===== src/rtl/omsp_gfx_pkg.sv =====
// Shared definitions for the graphic controller LT24 refresh path:
// FSM state encoding, LCD command opcodes and the window-address word table.
package omsp_gfx_pkg;

  typedef enum logic [2:0] {
    ST_IDLE,
    ST_CASET,
    ST_PASET,
    ST_RAMWR,
    ST_PIX_REQ,
    ST_PIX_WAIT,
    ST_PIX_WR,
    ST_DONE
  } lt24_state_e;

  localparam logic [7:0] LT24_CMD_CASET = 8'h2A;
  localparam logic [7:0] LT24_CMD_PASET = 8'h2B;
  localparam logic [7:0] LT24_CMD_RAMWR = 8'h2C;

  // One bus write: register-select plus the 16-bit bus value
  typedef struct packed {
    logic        rs;
    logic [15:0] data;
  } lt24_word_t;

  // Address-window sequence: cmd, 0x00, 0x00, (extent-1)[15:8], (extent-1)[7:0].
  // The start address is always 0; extent-1 wraps modulo 2^16.
  function automatic lt24_word_t lt24_win_word(input logic [2:0]  idx,
                                               input logic [7:0]  cmd,
                                               input logic [15:0] extent);
    logic [15:0] last;
    lt24_word_t  w;
    last = extent - 16'd1;
    case (idx)
      3'd0:        w = '{rs: 1'b0, data: {8'h00, cmd}};
      3'd1, 3'd2:  w = '{rs: 1'b1, data: 16'h0000};
      3'd3:        w = '{rs: 1'b1, data: {8'h00, last[15:8]}};
      default:     w = '{rs: 1'b1, data: {8'h00, last[7:0]}};
    endcase
    return w;
  endfunction

endpackage


===== src/rtl/omsp_gfx_if_lt24_wr.sv =====
// LT24 bus write strobe generator: one write is N cycles of wr_n low followed
// by N cycles of wr_n high (N = cfg+1). rs/d are launched with the falling
// edge and held. 'done' flags the last high cycle so a following write can
// start back-to-back on the same edge.
module omsp_gfx_if_lt24_wr (
  input  logic        clk,
  input  logic        rst,
  input  logic        start,
  input  logic        rs_sel,
  input  logic [15:0] data,
  input  logic [2:0]  cfg,
  output logic        wr_n,
  output logic [15:0] d,
  output logic        rs,
  output logic        busy,
  output logic        done
);

  logic [2:0] cnt;
  logic       high;

  assign done = busy & high & (cnt == cfg);

  // Phase counter: low phase, then high phase, each cfg+1 cycles
  always_ff @(posedge clk) begin
    if (rst) begin
      busy <= 1'b0;
      high <= 1'b0;
      cnt  <= 3'd0;
      wr_n <= 1'b1;
      d    <= 16'h0000;
      rs   <= 1'b1;
    end else if (start) begin
      busy <= 1'b1;
      high <= 1'b0;
      cnt  <= 3'd0;
      wr_n <= 1'b0;
      d    <= data;
      rs   <= rs_sel;
    end else if (busy) begin
      if (cnt == cfg) begin
        cnt <= 3'd0;
        if (!high) begin
          high <= 1'b1;
          wr_n <= 1'b1;
        end else begin
          busy <= 1'b0;
          high <= 1'b0;
        end
      end else begin
        cnt <= cnt + 3'd1;
      end
    end
  end

endmodule


===== src/rtl/omsp_gfx_if_lt24.sv =====
// LT24 display refresh engine: opens the address window (optional), issues
// Memory Write, then streams display_size_i pixels fetched one at a time from
// the backend, and pulses refresh_done_evt_o at the end of the frame.
// Optional feature macro: OMSP_GFX_LT24_WINDOW_EN (CASET/PASET before each frame).
module omsp_gfx_if_lt24
  import omsp_gfx_pkg::*;
(
  input  logic        mclk,
  input  logic        puc_rst,
  input  logic [15:0] display_width_i,
  input  logic [15:0] display_height_i,
  input  logic [31:0] display_size_i,
  input  logic [2:0]  lt24_cfg_clk_i,
  input  logic        refresh_start_i,
  input  logic [15:0] refresh_data_i,
  input  logic        refresh_data_ready_i,
  output logic        refresh_data_request_o,
  output logic        refresh_active_o,
  output logic        refresh_done_evt_o,
  output logic        lt24_cs_n_o,
  output logic        lt24_rs_o,
  output logic        lt24_wr_n_o,
  output logic        lt24_rd_n_o,
  output logic [15:0] lt24_d_o,
  output logic        lt24_d_en_o
);

  lt24_state_e state, state_nxt;
  logic [2:0]  idx, idx_nxt;
  logic [31:0] pix_cnt, pix_cnt_nxt;
  logic        wr_start;
  lt24_word_t  wr_word;
  logic        wr_done;
  logic        unused_wr_busy;   // FSM state already tells whether a write is in flight
  logic        frame_nxt;

`ifndef OMSP_GFX_LT24_WINDOW_EN
  // Window extents only matter when the address window is programmed
  logic unused_dims;
  assign unused_dims = ^{display_width_i, display_height_i};
`endif

  assign lt24_rd_n_o = 1'b1;
  assign frame_nxt   = (state_nxt != ST_IDLE) && (state_nxt != ST_DONE);

  // Next-state, command sequencing and write launch
  always_comb begin
    state_nxt   = state;
    idx_nxt     = idx;
    pix_cnt_nxt = pix_cnt;
    wr_start    = 1'b0;
    wr_word     = '{rs: 1'b1, data: 16'h0000};
    case (state)
      ST_IDLE: begin
        if (refresh_start_i) begin
          wr_start = 1'b1;
`ifdef OMSP_GFX_LT24_WINDOW_EN
          wr_word   = lt24_win_word(3'd0, LT24_CMD_CASET, display_width_i);
          idx_nxt   = 3'd1;
          state_nxt = ST_CASET;
`else
          wr_word   = '{rs: 1'b0, data: {8'h00, LT24_CMD_RAMWR}};
          state_nxt = ST_RAMWR;
`endif
        end
      end
`ifdef OMSP_GFX_LT24_WINDOW_EN
      // idx counts words already launched; 5 means the group is complete
      ST_CASET: begin
        if (wr_done) begin
          wr_start = 1'b1;
          if (idx == 3'd5) begin
            wr_word   = lt24_win_word(3'd0, LT24_CMD_PASET, display_height_i);
            idx_nxt   = 3'd1;
            state_nxt = ST_PASET;
          end else begin
            wr_word = lt24_win_word(idx, LT24_CMD_CASET, display_width_i);
            idx_nxt = idx + 3'd1;
          end
        end
      end
      ST_PASET: begin
        if (wr_done) begin
          wr_start = 1'b1;
          if (idx == 3'd5) begin
            wr_word   = '{rs: 1'b0, data: {8'h00, LT24_CMD_RAMWR}};
            idx_nxt   = 3'd0;
            state_nxt = ST_RAMWR;
          end else begin
            wr_word = lt24_win_word(idx, LT24_CMD_PASET, display_height_i);
            idx_nxt = idx + 3'd1;
          end
        end
      end
`endif
      ST_RAMWR: begin
        if (wr_done) begin
          if (display_size_i == 32'd0) begin
            state_nxt = ST_DONE;
          end else begin
            pix_cnt_nxt = display_size_i;
            state_nxt   = ST_PIX_REQ;
          end
        end
      end
      // A ready coinciding with the request cycle is taken immediately
      ST_PIX_REQ, ST_PIX_WAIT: begin
        if (refresh_data_ready_i) begin
          wr_start  = 1'b1;
          wr_word   = '{rs: 1'b1, data: refresh_data_i};
          state_nxt = ST_PIX_WR;
        end else begin
          state_nxt = ST_PIX_WAIT;
        end
      end
      // Next pixel is only requested once the current write has fully completed
      ST_PIX_WR: begin
        if (wr_done) begin
          pix_cnt_nxt = pix_cnt - 32'd1;
          state_nxt   = (pix_cnt == 32'd1) ? ST_DONE : ST_PIX_REQ;
        end
      end
      ST_DONE: state_nxt = ST_IDLE;
      default: state_nxt = ST_IDLE;
    endcase
  end

  // State and registered frame-level outputs, all derived from next state
  always_ff @(posedge mclk) begin
    if (puc_rst) begin
      state                  <= ST_IDLE;
      idx                    <= 3'd0;
      pix_cnt                <= 32'd0;
      refresh_active_o       <= 1'b0;
      lt24_cs_n_o            <= 1'b1;
      lt24_d_en_o            <= 1'b0;
      refresh_data_request_o <= 1'b0;
      refresh_done_evt_o     <= 1'b0;
    end else begin
      state                  <= state_nxt;
      idx                    <= idx_nxt;
      pix_cnt                <= pix_cnt_nxt;
      refresh_active_o       <= frame_nxt;
      lt24_cs_n_o            <= ~frame_nxt;
      lt24_d_en_o            <= frame_nxt;
      refresh_data_request_o <= (state_nxt == ST_PIX_REQ);
      refresh_done_evt_o     <= (state_nxt == ST_DONE);
    end
  end

  omsp_gfx_if_lt24_wr u_wr (
    .clk    (mclk),
    .rst    (puc_rst),
    .start  (wr_start),
    .rs_sel (wr_word.rs),
    .data   (wr_word.data),
    .cfg    (lt24_cfg_clk_i),
    .wr_n   (lt24_wr_n_o),
    .d      (lt24_d_o),
    .rs     (lt24_rs_o),
    .busy   (unused_wr_busy),
    .done   (wr_done)
  );

endmodule


===== config.mk =====
export PLATFORM = sky130hd
export DESIGN_NAME = omsp_gfx_if_lt24
export DESIGN_NICKNAME = d
export VERILOG_FILES = /design/src/rtl/omsp_gfx_pkg.sv /design/src/rtl/omsp_gfx_if_lt24_wr.sv /design/src/rtl/omsp_gfx_if_lt24.sv
export SDC_FILE = /design/constraint.sdc
export NUM_CORES = 1
export LEC_CHECK = 0
export CAP_MARGIN = 25
export CORE_UTILIZATION = 47
export DETAILED_ROUTE_END_ITERATION = 16
export PLACE_DENSITY_LB_ADDON = 0.05
export SLEW_MARGIN = 20
export SYNTH_ARGS = -nofsm -noshare
export SYNTH_HDL_FRONTEND = slang
export SYNTH_SLANG_ARGS = --single-unit
export TNS_END_PERCENT = 30

===== constraint.sdc =====
create_clock -name mclk -period 2.93 [get_ports mclk]
set_input_delay 0.4395 -clock mclk [delete_from_list [all_inputs] [get_ports mclk]]
set_output_delay 0.4395 -clock mclk [all_outputs]
set_load 0.02 [all_outputs]

Yosys cells after proc, flatten, opt, wreduce, memory -nomap -nowiden
Cells that the tools add are included.

$add $sub $neg: 2. Eq/ne operators: 13. Mux-type cells: 26. Bitwise logic cells: 3. Reductions and logical operators: 12.

Operator list (number): 32-bit 2-to-1 mux (3); 32-bit one-hot mux with 2 select lines (1); 17-bit one-hot mux with 2 select lines (1); 32-bit by 1-bit == test with 1-bit output, second input constant (1); 32-bit logical NOT (1); 32-bit by 1-bit subtractor with 32-bit output, second input constant (1); 17-bit 2-to-1 mux (1); 16-bit 2-to-1 mux (1); 3-bit == test, second input constant (5); 3-bit 2-to-1 mux (4); 3-bit one-hot mux with 4 select lines (1); 1-bit 2-to-1 mux (10); 2-bit 2-to-1 mux (3); 2-bit by 1-bit inequality test with 1-bit output, second input constant (3); 2-bit nonzero test (3); 4-bit AND reduction (1); 2-bit OR reduction (2); 3-bit by 1-bit adder with 3-bit output, second input constant (1); 3-bit by 2-bit == test with 1-bit output, second input constant (1); 3-bit == test (1); 3-bit logical NOT (1); 3-bit inequality test, second input constant (1); 3-bit AND reduction (1); 3-bit nonzero test (1); 6 further kinds (7).

Register bits: 62. Output and inout port bits: 24. Logic and storage cells: 68.

Depth between registers and ports, before layout
Word-level depth: 7. Mapped depth: 9.

By module
A second synthesis with hierarchy kept.

Cell total of the unflattened synthesis: 466. Area, all modules: 3477.1 µm².

Modules (own cells, without submodules): omsp_gfx_if_lt24 (times used 1, cells an instance 376, area an instance 2570.0 µm², seq. area each 780.7 µm²); omsp_gfx_if_lt24_wr (times used 1, cells an instance 90, area an instance 907.1 µm², seq. area each 460.4 µm²).

Worst setup path after synthesis
No wires, ideal clock.

Path type: register to register. From: reg pix_cnt[0]. To: reg pix_cnt[22]. Library setup time: 0.134 ns. Arrival time: 2.043 ns. Data required time: 2.796 ns. Slack: 0.753 ns. Stages on the path, launching flop included: 10. Clock period less this slack: 2.177 ns. Cell sequence: dfxtp_1 > inv_1 > ha_1 > or4b_1 > clkbuf_1 > nor4_4 > buf_2 > a31oi_1 > o311ai_0 > o31ai_1.

Word-level cells in the longest chain between the ends: 3.

RTL lines: from (decl) (line omsp_gfx_if_lt24.sv:30) `logic [31:0] pix_cnt, pix_cnt_nxt;`; from (signal assigned) (line omsp_gfx_if_lt24.sv:142) `pix_cnt <= pix_cnt_nxt;`; 32-bit by 1-bit subtractor with 32-bit output (line omsp_gfx_if_lt24.sv:119) `pix_cnt_nxt = pix_cnt - 32'd1;`; 32-bit 2-to-1 mux (line omsp_gfx_if_lt24.sv:118) `if (wr_done) begin`; 32-bit one-hot mux with 2 select lines (line omsp_gfx_if_lt24.sv:53) `case (state)`.

No other way between the ends. The select of a mux whose other input is x is not followed. A chain may end at the register's enable or synchronous reset.

Worst setup path in the final report
From: reg pix_cnt[5]. To: reg pix_cnt[31].

Same word-level chain as after synthesis.

==> impl_metrics.env <==
export IMPL_status="completed"
export IMPL_grt_max_degree=48
export IMPL_startpoint="pix_cnt[5]"
export IMPL_syn_to_final_growth_pct=27.3
export IMPL_antenna_found_initial=0
export IMPL_yosysTopAreaCellShare=0.349
export IMPL_synthArstFlopShare=0
export IMPL_multi_input_area_mm2=0.00204
export IMPL_grt_pass1_wl_um=15700
export IMPL_synthTopCellsByArea="dfxtp_1 35%, o31ai_1 6.3%, o311ai_0 5.2%"
export IMPL_maxCapViolCount=0
export IMPL_grt_pass1_vias=3280
export IMPL_post_cts_buffers=0
export IMPL_drt_total_wl_um=9890
export IMPL_worst_pin_slew_ns=0.626
export IMPL_routed_via_density=6.21
export IMPL_ant_nets=0
export IMPL_clkSinkCount=62
export IMPL_end_kind="register"
export IMPL_synth_seq_cells=62
export IMPL_drc_errors=0
export IMPL_cts_buffers=9
export IMPL_ir_drop_v=0.000291
export IMPL_antenna_cells=0
export IMPL_fin_crit_sh=0.842
export IMPL_relSlewSlack=0.579
export IMPL_cp_max_fo=17
export IMPL_grt_overflow_total=0
export IMPL_netlist_instances=424
export IMPL_clk_latency_ns=0.35
export IMPL_io_pins=111
export IMPL_core_rowCount=31
export IMPL_synth_top_area_cell="dfxtp_1"
export IMPL_seq_area_mm2=0.00124
export IMPL_crit_path_cell_trace="or4_1 -> nor4_4 -> buf_4 -> a41oi_1 -> o311ai_0 -> o31ai_1"
export IMPL_drive_gt1_frac=0.0883
export IMPL_synth_edf_count=0
export IMPL_hpwl_um=6690
export IMPL_cts_tree="built"
export IMPL_synth_distinct_cells=57
export IMPL_first_pass_iters=5
export IMPL_fmax_mhz=405
export IMPL_cpPeakStageDelay_ns=0.74
export IMPL_cts_root_buf="clkbuf_8"
export IMPL_tns_ns=0
export IMPL_synth_most_common_cell="dfxtp_1"
export IMPL_path_class="reg -> reg"
export IMPL_reg2reg_from="pix_cnt[5]"
export IMPL_coreArea_mm2=0.00729
export IMPL_drtIter0Drc=291
export IMPL_finalSetupViolations=0
export IMPL_clk_pin_slew_worst_paths_ns=0.07
export IMPL_final_max_slew_viol_count=0
export IMPL_fin_nets=574
export IMPL_dieHeight_um=89.0
export IMPL_synth_top_cells_by_count="62 x dfxtp_1, 45 x nor2_1, 34 x a21oi_1"
export IMPL_nFillCells=652
export IMPL_cts_hold_buf=0
export IMPL_die_area_mm2=0.00791
export IMPL_syn_num_nets=514
export IMPL_hold_class="reg -> reg"
export IMPL_hp_start="u_wr.d[3]"
export IMPL_synth_ff_type="dfxtp_1"
export IMPL_hold_violations=0
export IMPL_post_place_cells=572
export IMPL_syn_area_mm2=0.00355
export IMPL_fin_cells=586
export IMPL_syn_avg_cell_area_um2=8.38
export IMPL_cp_arrival_ns=2.68
export IMPL_rsz0062_at_grt="no"
export IMPL_die_width_um=89.0
export IMPL_num_vias=3638
export IMPL_grt_total_usage=0.261
export IMPL_yosys_warnings=0
export IMPL_io_buffers=77
export IMPL_yosysSeqAreaShare=0.349
export IMPL_place_gp_congestion=0.912
export IMPL_p_per_area_mw_per_mm2=422
export IMPL_clock_path_buffers=2
export IMPL_cpMaxStageDelayCell="or4_1"
export IMPL_worstPathRequired_ns=3.14
export IMPL_finalWorstPathRequiredPeriod_ns=2.47
export IMPL_htreeDepth=3
export IMPL_routedWlPerCell_um=16.9
export IMPL_initial_core_util=0.487
export IMPL_finalClockSkew_ns=0.00689
export IMPL_p_leak_nw=1.58
export IMPL_ctsResizeCount=0
export IMPL_start_kind="register"
[cells by family (layout without fill, tap and decap cells)]
| group | Yosys count | count (layout) | synth area share |
|---|---|---|---|
| mux | 2 | 2 | 0.00599 |
| fa+ha+maj | 3 | 3 | 0.0106 |
| other cells | 1 | 1 | 0.00106 |
| flops | 62 | 62 | 0.349 |
| xor+xnor | 5 | 5 | 0.0123 |
| buf+inv | 51 | 114 | 0.0789 |
| compound gates | 157 | 157 | 0.318 |
| simple gates | 143 | 143 | 0.224 |
[critical path: cells and delay by family (launching register included)]
| family | cells | cell delay [ns] |
|---|---|---|
| and+or+nand+nor | 2 | 1.05 |
| AOI/OAI and AO/OA | 3 | 0.67 |
| DFF | 1 | 0.34 |
| buffers and inverters | 1 | 0.27 |
[flip-flops by register name (all words and copies together), names as in the netlist]
signal / count
pix_cnt: 32
u_wr.d: 16
state: 3
u_wr.cnt: 3
lt24_cs_n_o: 1
lt24_d_en_o: 1
refresh_data_request_o: 1
refresh_done_evt_o: 1
u_wr.busy: 1
u_wr.high: 1
u_wr.rs: 1
u_wr.wr_n: 1
[cell usage in the layout, fill, tap and decap left out, drive strengths merged, types with 2 or more instances in the layout]
cell | netlist | routed
a211o | 2 | 2
a21boi | 2 | 2
a21o | 4 | 4
a21oi | 34 | 34
a22o | 12 | 12
a22oi | 11 | 11
a31oi | 12 | 12
a32oi | 5 | 5
a41oi | 4 | 4
and2 | 4 | 4
and3 | 3 | 3
and3b | 2 | 2
and4 | 2 | 2
buf | 11 | 14
bufinv | 0 | 2
clkbuf | 29 | 10
clkdlybuf4s50 | 0 | 77
dfxtp | 62 | 62
ha | 3 | 3
inv | 9 | 9
nand2 | 18 | 18
nand2b | 2 | 2
nand3 | 6 | 6
nand4 | 5 | 5
nand4b | 2 | 2
nor2 | 45 | 45
nor3 | 16 | 16
nor3b | 2 | 2
nor4 | 18 | 18
o21a | 2 | 2
o21ai | 10 | 10
o311ai | 28 | 28
o31ai | 30 | 30
or2 | 4 | 4
or3 | 3 | 3
or4 | 7 | 7
xnor2 | 4 | 4
[per-stage QoR]
stage / total power [mW] / hold WS, ns / util / setup WS, ns / cell area [um2]
6_report: 1.91 / 0.461 / 0.620 / 0.462 / 4520
4_1_cts: 1.92 / 0.467 / 0.620 / 0.532 / 4520
2_1_floorplan: 0.977 / 0.443 / - / 0.753 / 3550
3_5_place_dp: 1.10 / 0.452 / 0.591 / 0.423 / 4310
5_1_grt: 1.98 / 0.490 / 0.620 / 0.378 / 4520
3_3_place_gp: 1.09 / 0.441 / 0.591 / 0.412 / 4310
[per-layer routing]
layer	vias to the layer above	wire (um)	global-route usage
met5	-	0	0
li1	1766	-	-
met3	21	721	0.0674
met1	1684	4430	0.352
met2	167	4460	0.392
met4	0	271	0.120
[power by group]
group          switching [mW]  total [mW]  internal (mW)
sequential             0.0132       0.870          0.857
clock                   0.340       0.831          0.491
combinational          0.0939       0.207          0.113
[cell type report]
| type | count | area share |
|---|---|---|
| multi-input cells | 311 | 0.450 |
| well taps | 99 | 0.0274 |
| clock buffers | 10 | 0.0304 |
| repair buffers | 91 | 0.194 |
| flip-flops and latches | 62 | 0.274 |
| inverters | 9 | 0.00747 |
| clock inverters | 4 | 0.0160 |
[worst paths after layout]
path                  to  slack [ns]  depth (start not counted)
max          pix_cnt[31]        0.46                          6
min            u_wr.d[3]        0.46                          2
max reg2reg  pix_cnt[31]        0.46                          6
min reg2reg    u_wr.d[3]        0.46                          2
(Power assumes the default switching activity.)
